`src/rtl/rf_wr_arb.sv`:
```
// rtl/rf_wr_arb.sv - two-requester round-robin register-file write arbiter
module rf_wr_arb #(
  parameter int CNT_W = 8
) (
  input  logic             clk,
  input  logic             reset_n,
  input  logic             req0_valid,
  input  logic [4:0]       req0_addr,
  input  logic [31:0]      req0_data,
  output logic             req0_ready,
  input  logic             req1_valid,
  input  logic [4:0]       req1_addr,
  input  logic [31:0]      req1_data,
  output logic             req1_ready,
  output logic             we3,
  output logic [4:0]       wa3,
  output logic [31:0]      wd3,
  output logic [CNT_W-1:0] stall_cnt
);

  // Last-grant pointer: 1 after reset so requester 0 wins the first conflict.
  logic        lg;
  logic        xfer;
  logic        stall;
  logic        wr_ok;
  logic [4:0]  sel_addr;
  logic [31:0] sel_data;

  // Readies depend only on valids, lg and reset; never on addr/data.
  assign req0_ready = reset_n & req0_valid & (~req1_valid | lg);
  assign req1_ready = reset_n & req1_valid & (~req0_valid | ~lg);

  // Select the granted payload and classify the cycle.
  always_comb begin
    xfer     = req0_ready | req1_ready;
    sel_addr = req1_ready ? req1_addr : req0_addr;
    sel_data = req1_ready ? req1_data : req0_data;
    wr_ok    = xfer && (sel_addr != 5'd0);
    stall    = (req0_valid & ~req0_ready) | (req1_valid & ~req1_ready);
  end

  // Last-grant pointer follows the accepted requester, holds otherwise.
  always_ff @(posedge clk or negedge reset_n) begin
    if (!reset_n) begin
      lg <= 1'b1;
    end else if (xfer) begin
      lg <= req1_ready;
    end
  end

  // Registered write port; address-0 writes are swallowed and wa3/wd3 hold.
  always_ff @(posedge clk or negedge reset_n) begin
    if (!reset_n) begin
      we3 <= 1'b0;
      wa3 <= 5'd0;
      wd3 <= 32'd0;
    end else begin
      we3 <= wr_ok;
      if (wr_ok) begin
        wa3 <= sel_addr;
        wd3 <= sel_data;
      end
    end
  end

  // Saturating count of cycles where some valid requester was turned away.
  always_ff @(posedge clk or negedge reset_n) begin
    if (!reset_n) begin
      stall_cnt <= '0;
    end else if (stall && (stall_cnt != {CNT_W{1'b1}})) begin
      stall_cnt <= stall_cnt + CNT_W'(1);
    end
  end

endmodule

```
`config.mk`:
```
export PLATFORM = sky130hd
export DESIGN_NAME = rf_wr_arb
export DESIGN_NICKNAME = d
export VERILOG_FILES = /design/src/rtl/rf_wr_arb.sv
export SDC_FILE = /design/constraint.sdc
export NUM_CORES = 1
export LEC_CHECK = 0
export BUFFER_PORTS_ARGS = -buffer_cell sky130_fd_sc_hd__buf_2
export CAP_MARGIN = 0
export CORE_MARGIN = 2
export CORE_UTILIZATION = 46
export DETAILED_ROUTE_END_ITERATION = 8
export PLACE_DENSITY = 0.8
export SLEW_MARGIN = 40
export SYNTH_ARGS = -nofsm -noshare
export SYNTH_HDL_FRONTEND = slang
export SYNTH_SLANG_ARGS = --single-unit
export TNS_END_PERCENT = 5
```
`constraint.sdc`:
```
create_clock -name clk -period 2.4 [get_ports clk]
set_clock_uncertainty 0.05 [all_clocks]
set_input_delay 0.72 -clock clk [delete_from_list [all_inputs] [get_ports clk]]
set_output_delay 0.72 -clock clk [all_outputs]
set_load 0.03 [all_outputs]
```
; Word-level counts from Yosys, hierarchy flattened
; Index checks and enable logic that the tools add are counted.
[word_totals]
ff_bits = 47
in_bits = 78
output_inout_bits = 48
elab_cells = 27
[op_classes]
n_addsub = 1
eq_ne = 1
mux = 2
n_bitwise = 15
reduce_logical = 3
[op_table]
columns = cell, count
row1 = 2-to-1 mux 32 bit, 1
row2 = "adder 8 x 1 -> 8 bit, second input constant", 1
row3 = "inequality test 8 bit, second input constant", 1
row4 = AND 1 bit, 6
row5 = 2-to-1 mux 5 bit, 1
row6 = inverter 1 bit, 5
row7 = nonzero test 5 bit, 1
row8 = OR 1 bit, 4
row9 = logical AND 1 bit, 2

; Depth between registers and ports, before layout
; Gate-level depths: netlist (run 1).
[depth]
word_depth = 7
depth_mapped = 8

; Worst setup path after synthesis (run 1)
; Ideal clock, no wire load.
[synth_path]
path_kind = in2out
from = in req0_valid
to = out req0_ready
t_arrival_ns = 1.873
required_ns = 1.630
setup_slack_ns = -0.243
cell_stages = 5
n_path_buf = 1
cell_sequence = buf_2 > a21boi_2 > nand2_1 > inv_1 > nor2_1
[synth_via]
elab_chain_len = 2
[synth_lines]
columns = element, line_no
row1 = start: declaration, 7  ; input logic req0_valid,
row2 = AND 1 bit (2 in series), 30  ; assign req0_ready = reset_n & req0_valid & (~req1_valid | lg);
row3 = end: declaration, 10  ; output logic req0_ready,
; No other way between the ends.

; Worst setup path in the final report (run 1)
[layout_path]
from = in req1_valid
to = out req0_ready
[layout_via]
elab_chain_len = 3
[layout_lines]
columns = element, line_no
row1 = start: declaration, 11  ; input logic req1_valid,
row2 = inverter 1 bit, 30
row3 = OR 1 bit, 30
row4 = AND 1 bit, 30
; No other way between the ends.

==> results of run 1 <==
[cells in the final DEF, fill, tap and decap left out, types with 3 or more instances in the layout]
| master | count |
|---|---|
| a21oi_1 | 3 |
| a22o_1 | 6 |
| nor3_1 | 4 |
| mux2_2 | 39 |
| clkbuf_8 | 5 |
| nand2_1 | 9 |
| a32o_1 | 3 |
| nor2_1 | 5 |
| o21ai_0 | 3 |
| xor2_1 | 4 |
| buf_2 | 125 |
| dfrtp_1 | 46 |
| buf_4 | 11 |
| mux2_4 | 28 |
| nand2b_1 | 3 |
[worst max path at each step]
stage / startpoint / end / slack (ns) / cells after the start
2_1_floorplan: req0_valid / wd3[0] / -0.004 / 8
3_3_place_gp: req0_addr[0] / wd3[21] / -0.07 / 6
3_5_place_dp: req0_addr[0] / wd3[7] / -0.09 / 6
4_1_cts: req1_valid / req0_ready / 0.11 / 6
5_1_grt: req1_valid / req0_ready / 0.06 / 6
6_report: req1_valid / req0_ready / 0.11 / 6
[per-stage QoR]
stage	cells	util, %	setup WS (ns)	setup TNS (ns)	power, W
floorplan	193	-	-0.00395	-0.0790	0.00204
global placement	394	61.4	-0.0683	-1.91	0.00239
detailed placement	394	61.4	-0.0949	-2.68	0.00243
CTS	402	62.9	0.106	0	0.00289
global route	402	62.9	0.0569	0	0.00303
finish	402	62.9	0.112	0	0.00285
[state kept, by name (all words and copies together), names as in the netlist]
register,count
stall_cnt,8
lg,1
wd3,32
we3,1
wa3,5
[where the power goes]
part           leakage [nW]  total [W]  internal [W]  switching, W
logic                  1.13    0.00125      0.000529      0.000716
registers             0.558    0.00116       0.00100      0.000158
clock network        0.0412   0.000448      0.000204      0.000244
[area by class of cell]
class,count,area share (%)
Clock inverter,2,0.363
Multi-Input combinational cell,135,38.7
Clock buffer,6,2.11
Inverter,2,0.327
Sequential cell,47,34.2
Timing Repair Buffer,138,21.7
Tap cell,72,2.62
[per-layer routing]
| layer | vias up | global-route usage (%) | share of wire, % |
|---|---|---|---|
| li1 | 980 | - | - |
| met1 | 963 | 24.1 | 42 |
| met2 | 75 | 32.5 | 50 |
| met3 | 4 | 3.64 | 6.8 |
| met4 | 0 | 5.34 | 0.81 |
| met5 | - | 0 | 0 |
[cells by family (layout without fill, tap and decap cells)]
group	after synthesis	after routing	synth area share (%)
multiplexers	67	67	33.2
flip-flops	47	47	45.5
AND/OR/NAND/NOR	36	36	7.39
AO/OA/AOI/OAI	26	26	7.97
buffers and inverters	11	148	3.82
XOR/XNOR	5	5	1.69
adder cells (fa/ha/maj)	1	1	0.483
==> flow_summary.json, run 1 <==
{
  "synth_seq_cells": 47,
  "place_hpwl_um": 4480,
  "core_um2": 5470,
  "placed_area_um2": 3360,
  "synth_edf_count": 0,
  "worst_pin_slew_ns": 0.334,
  "dieArea_um2": 6250,
  "r2r-start": "lg",
  "min-delay-path-class": "input port to async pin",
  "r2r_slack_ns": 0.45,
  "post_route_cells_drive_above_1_share_pct": 67.6,
  "finalHoldViolCount": 0,
  "synthCells": 193,
  "antenna_found_initial": 0,
  "synth_most_common_cell": "dfrtp_1",
  "cp-start-kind": "input port",
  "rows": 27,
  "wl_um": 5710,
  "worstPathRequired_ns": 1.63,
  "worstPathMaxFanout": 4,
  "yosysSeqAreaShare_pct": 45.5,
  "peakVddDrop_uv": 401,
  "r2r-end": "wd3[31]",
  "setup_violations": 0,
  "vias_per_cell": 5.03,
  "seqCellArea_um2": 1180,
  "finalCriticalPeriod_ns": 2.29,
  "syn_nets": 272,
  "diodes": 0,
  "area_growth_pct": 32.9,
  "critPathMaxStageDelay_ns": 0.19,
  "leakagePower_nw": 1.73,
  "cpLargestDelayFamily": "buffers and inverters",
  "synth_top_area_share_pct": 44.4,
  "die_h_um": 79.0,
  "vias": 2022,
  "synth_cell_types": 38,
  "fmax_mhz": 437,
  "reg2reg_depth": 5,
  "slew_headroom_pct": 77.6,
  "ioPinCount": 126,
  "drtAntennaViolNets": 0,
  "grt_overflow_total": 0,
  "post_cts_resized": 0,
  "drc": 0,
  "root_buffer": "clkbuf_8",
  "layout.filler_cells": 487,
  "cp_cell_sequence": "buf_2 -> a21boi_4 -> nand2_2 -> clkinvlp_4 -> nor2_4 -> buf_2",
  "cts_tree": "built",
  "cts_hold_buf": 0,
  "worst_setup_path_end_kind": "primary output",
  "grtUsageTotal_pct": 18.8,
  "slowest_stage": "buf_2",
  "syn-mean-instance-area_um2": 13.4,
  "p_per_area_nw_per_um2": 828,
  "fin_nets": 408,
  "grt_start_max_net_pins": 30,
  "async_flop_share_pct": 100,
  "syn_area_um2": 2590,
  "finalCritPeriodShare_pct": 95.3,
  "avgRoutedWirePerCell_um": 14.2,
  "yosysTopAreaCell": "dfrtp_1",
  "path_buf_inv": 3,
  "fin_area_um2": 3440,
  "drt_iter0_drc": 56,
  "cts_buffer_depth": 2,
  "synthTopCellsByArea": "dfrtp_1 (44%), mux2_2 (17%), mux2_4 (16%)",
  "hold_slack_ns": 0.364,
  "yosysWarnings": 0,
  "setup.worst_path.class": "input port to primary output",
  "critPathArrivalTime_ns": 1.52,
  "final-max-slew-violation-count": 0,
  "io_buffer_count": 125,
  "insertion_delay_ns": 0.28,
  "outcome": "complete, no violations",
  "cts_buffers": 5,
  "htree_num_levels": 2,
  "die_w_um": 79.0,
  "synthTopCellsByCount": "dfrtp_1 (46), mux2_2 (39), mux2_4 (28)",
  "path_clk_slew_ns": 0.08,
  "rsz0062_at_grt": "false",
  "floorplan.initialDensity_pct": 47.3,
  "cap_violations": 0,
  "synth_ff_type": "dfrtp_1",
  "grt_pass1_vias": 2034,
  "grt_first_pass_wirelength_um": 9360,
  "place_congestion": 0.841,
  "cts_sinks": 47,
  "cp_common_cell": "buf_2",
  "post_cts_buffers": 0,
  "firstDrtPassIters": 4,
  "multi_input_area_um2": 1330
}
Note: power is estimated with default switching activity, not from simulation.
==> inputs of run 2 (changes only) <==
- BUFFER_PORTS_ARGS: -buffer_cell sky130_fd_sc_hd__buf_2 -> not set
- CORE_UTILIZATION: 46 -> 60
- DONT_BUFFER_PORTS: not set -> 1
- PLACE_DENSITY: 0.8 -> 0.76
- RECOVER_POWER: not set -> 100
==> run 2 against run 1 <==
Die area fell by 22%. Utilization is 1.9 points higher. First-iteration DRC count down 23%. Non-clock buffer count fell by 133. Routed wire length fell by 7.0%. Power down 9.4%. Highest routed layer unchanged.
==> flow_summary.json, run 2 (synthesis gave the netlist of run 1 again) <==
{
  "io_buffer_count": 0,
  "rsz0062_at_grt": "false",
  "wl_um": 5310,
  "cts_tree": "built",
  "dieArea_um2": 4860,
  "leakagePower_nw": 1.11,
  "outcome": "complete, no violations",
  "core_um2": 4090,
  "grt_first_pass_wirelength_um": 8750,
  "placed_area_um2": 2660,
  "peakVddDrop_uv": 438,
  "htree_num_levels": 2,
  "post_cts_buffers": 0,
  "setup.worst_path.class": "flip-flop to primary output",
  "place_hpwl_um": 3990,
  "drt_iter0_drc": 43,
  "floorplan.initialDensity_pct": 63.4,
  "worst_pin_slew_ns": 0.556,
  "cts_buffers": 5,
  "worstPathRequired_ns": 1.63,
  "vias": 1604,
  "die_w_um": 69.7,
  "cap_violations": 0,
  "root_buffer": "clkbuf_8",
  "post_cts_resized": 0,
  "worst_slack_ns": 0.0775,
  "r2r-end": "wd3[24]",
  "cts_sinks": 47,
  "grtUsageTotal_pct": 22.7,
  "p_per_area_nw_per_um2": 975,
  "grt_start_max_net_pins": 63,
  "critPathArrivalTime_ns": 1.55,
  "fin_area_um2": 2650,
  "diodes": 0,
  "drtAntennaViolNets": 0,
  "worstPathMaxFanout": 7,
  "worst_setup_path_end_kind": "primary output",
  "final_cell_mix": "dfrtp_1 (46), mux2_2 (39), mux2_1 (26)",
  "area_growth_pct": 2.22,
  "place_congestion": 0.862,
  "setup_violations": 0,
  "avgRoutedWirePerCell_um": 21.5,
  "firstDrtPassIters": 6,
  "final-max-slew-violation-count": 0,
  "insertion_delay_ns": 0.29,
  "cp-start-kind": "flip-flop",
  "reg_top3": "wd3 (32), stall_cnt (8), wa3 (5)",
  "grt_overflow_total": 0,
  "fmax_mhz": 431,
  "stdcell_count": 247,
  "top_register": "wd3",
  "vias_per_cell": 6.49,
  "path_clk_slew_ns": 0.08,
  "place_inst": 239,
  "r2r_slack_ns": 0.24,
  "min-delay-path-class": "input port to async pin",
  "largest_register_ffs": 32,
  "cts_buffer_depth": 2,
  "die_h_um": 69.7,
  "slew_headroom_pct": 62.7,
  "r2r-start": "lg",
  "grt_pass1_vias": 1706,
  "pre_cts_ws_ns": 0.0359,
  "finalHoldViolCount": 0,
  "rows": 23,
  "drc": 0,
  "final_common_cell": "dfrtp_1",
  "power_w": 0.00258,
  "cts_hold_buf": 0,
  "fin_nets": 275,
  "finalCritPeriodShare_pct": 96.8,
  "ioPinCount": 126,
  "reg2reg_depth": 5,
  "post_route_cells_drive_above_1_share_pct": 31.5,
  "utilization_pct": 64.8,
  "finalCriticalPeriod_ns": 2.32,
  "antenna_found_initial": 0
}
==> run 2: worst max-delay path, cell delays in order, from the launching register on <==
cell and delay [ns]:
dfstp_2 0.58, a21boi_4 0.07, nand2_2 0.16, clkinvlp_4 0.22, nor2_4 0.23
==> run 2: report_power, final <==
part	switching (W)	total, W	internal [W]
logic	0.000173	0.000418	0.000245
clock network	0.000255	0.000565	0.000310
registers	0.000606	0.00160	0.000993
==> run 2: worst max-delay path by stage <==
stage                 startpoint    endpoint  slack (ns)  cells after the start
detailed placement  req0_addr[0]     wd3[24]        0.04                      5
global route                  lg  req0_ready        0.02                      4
global placement    req0_addr[0]      wd3[9]        0.05                      5
floorplan             req0_valid      wd3[0]      -0.004                      8
CTS                   req1_valid  req0_ready        0.05                      2
finish                        lg  req0_ready        0.08                      4
==> run 2: area by class of cell <==
| class | instances | area, um^2 |
|---|---|---|
| Clock buffer | 5 | 68.8 |
| Inverter | 2 | 11.3 |
| Tap cell | 50 | 62.6 |
| Fill cell | 333 | 1440 |
| Multi-Input combinational cell | 135 | 1230 |
| Timing Repair Buffer | 5 | 56.3 |
| Sequential cell | 47 | 1180 |
| Clock inverter | 3 | 43.8 |
==> run 2: layer usage <==
layer / part of all wire, % / vias to the layer above / track usage (%)
li1: - / 717 / -
met1: 37 / 785 / 26.0
met2: 52 / 92 / 39.5
met3: 7.5 / 10 / 7.27
met4: 2.5 / 0 / 8.33
met5: 0 / - / 0
==> run 2: through the flow <==
stage / hold slack [ns] / TNS, ns
CTS: 0.0524 / 0
finish: 0.0687 / 0
floorplan: 0.374 / -0.0790
global route: 0.0377 / 0
detailed placement: 0.376 / 0
global placement: 0.376 / 0
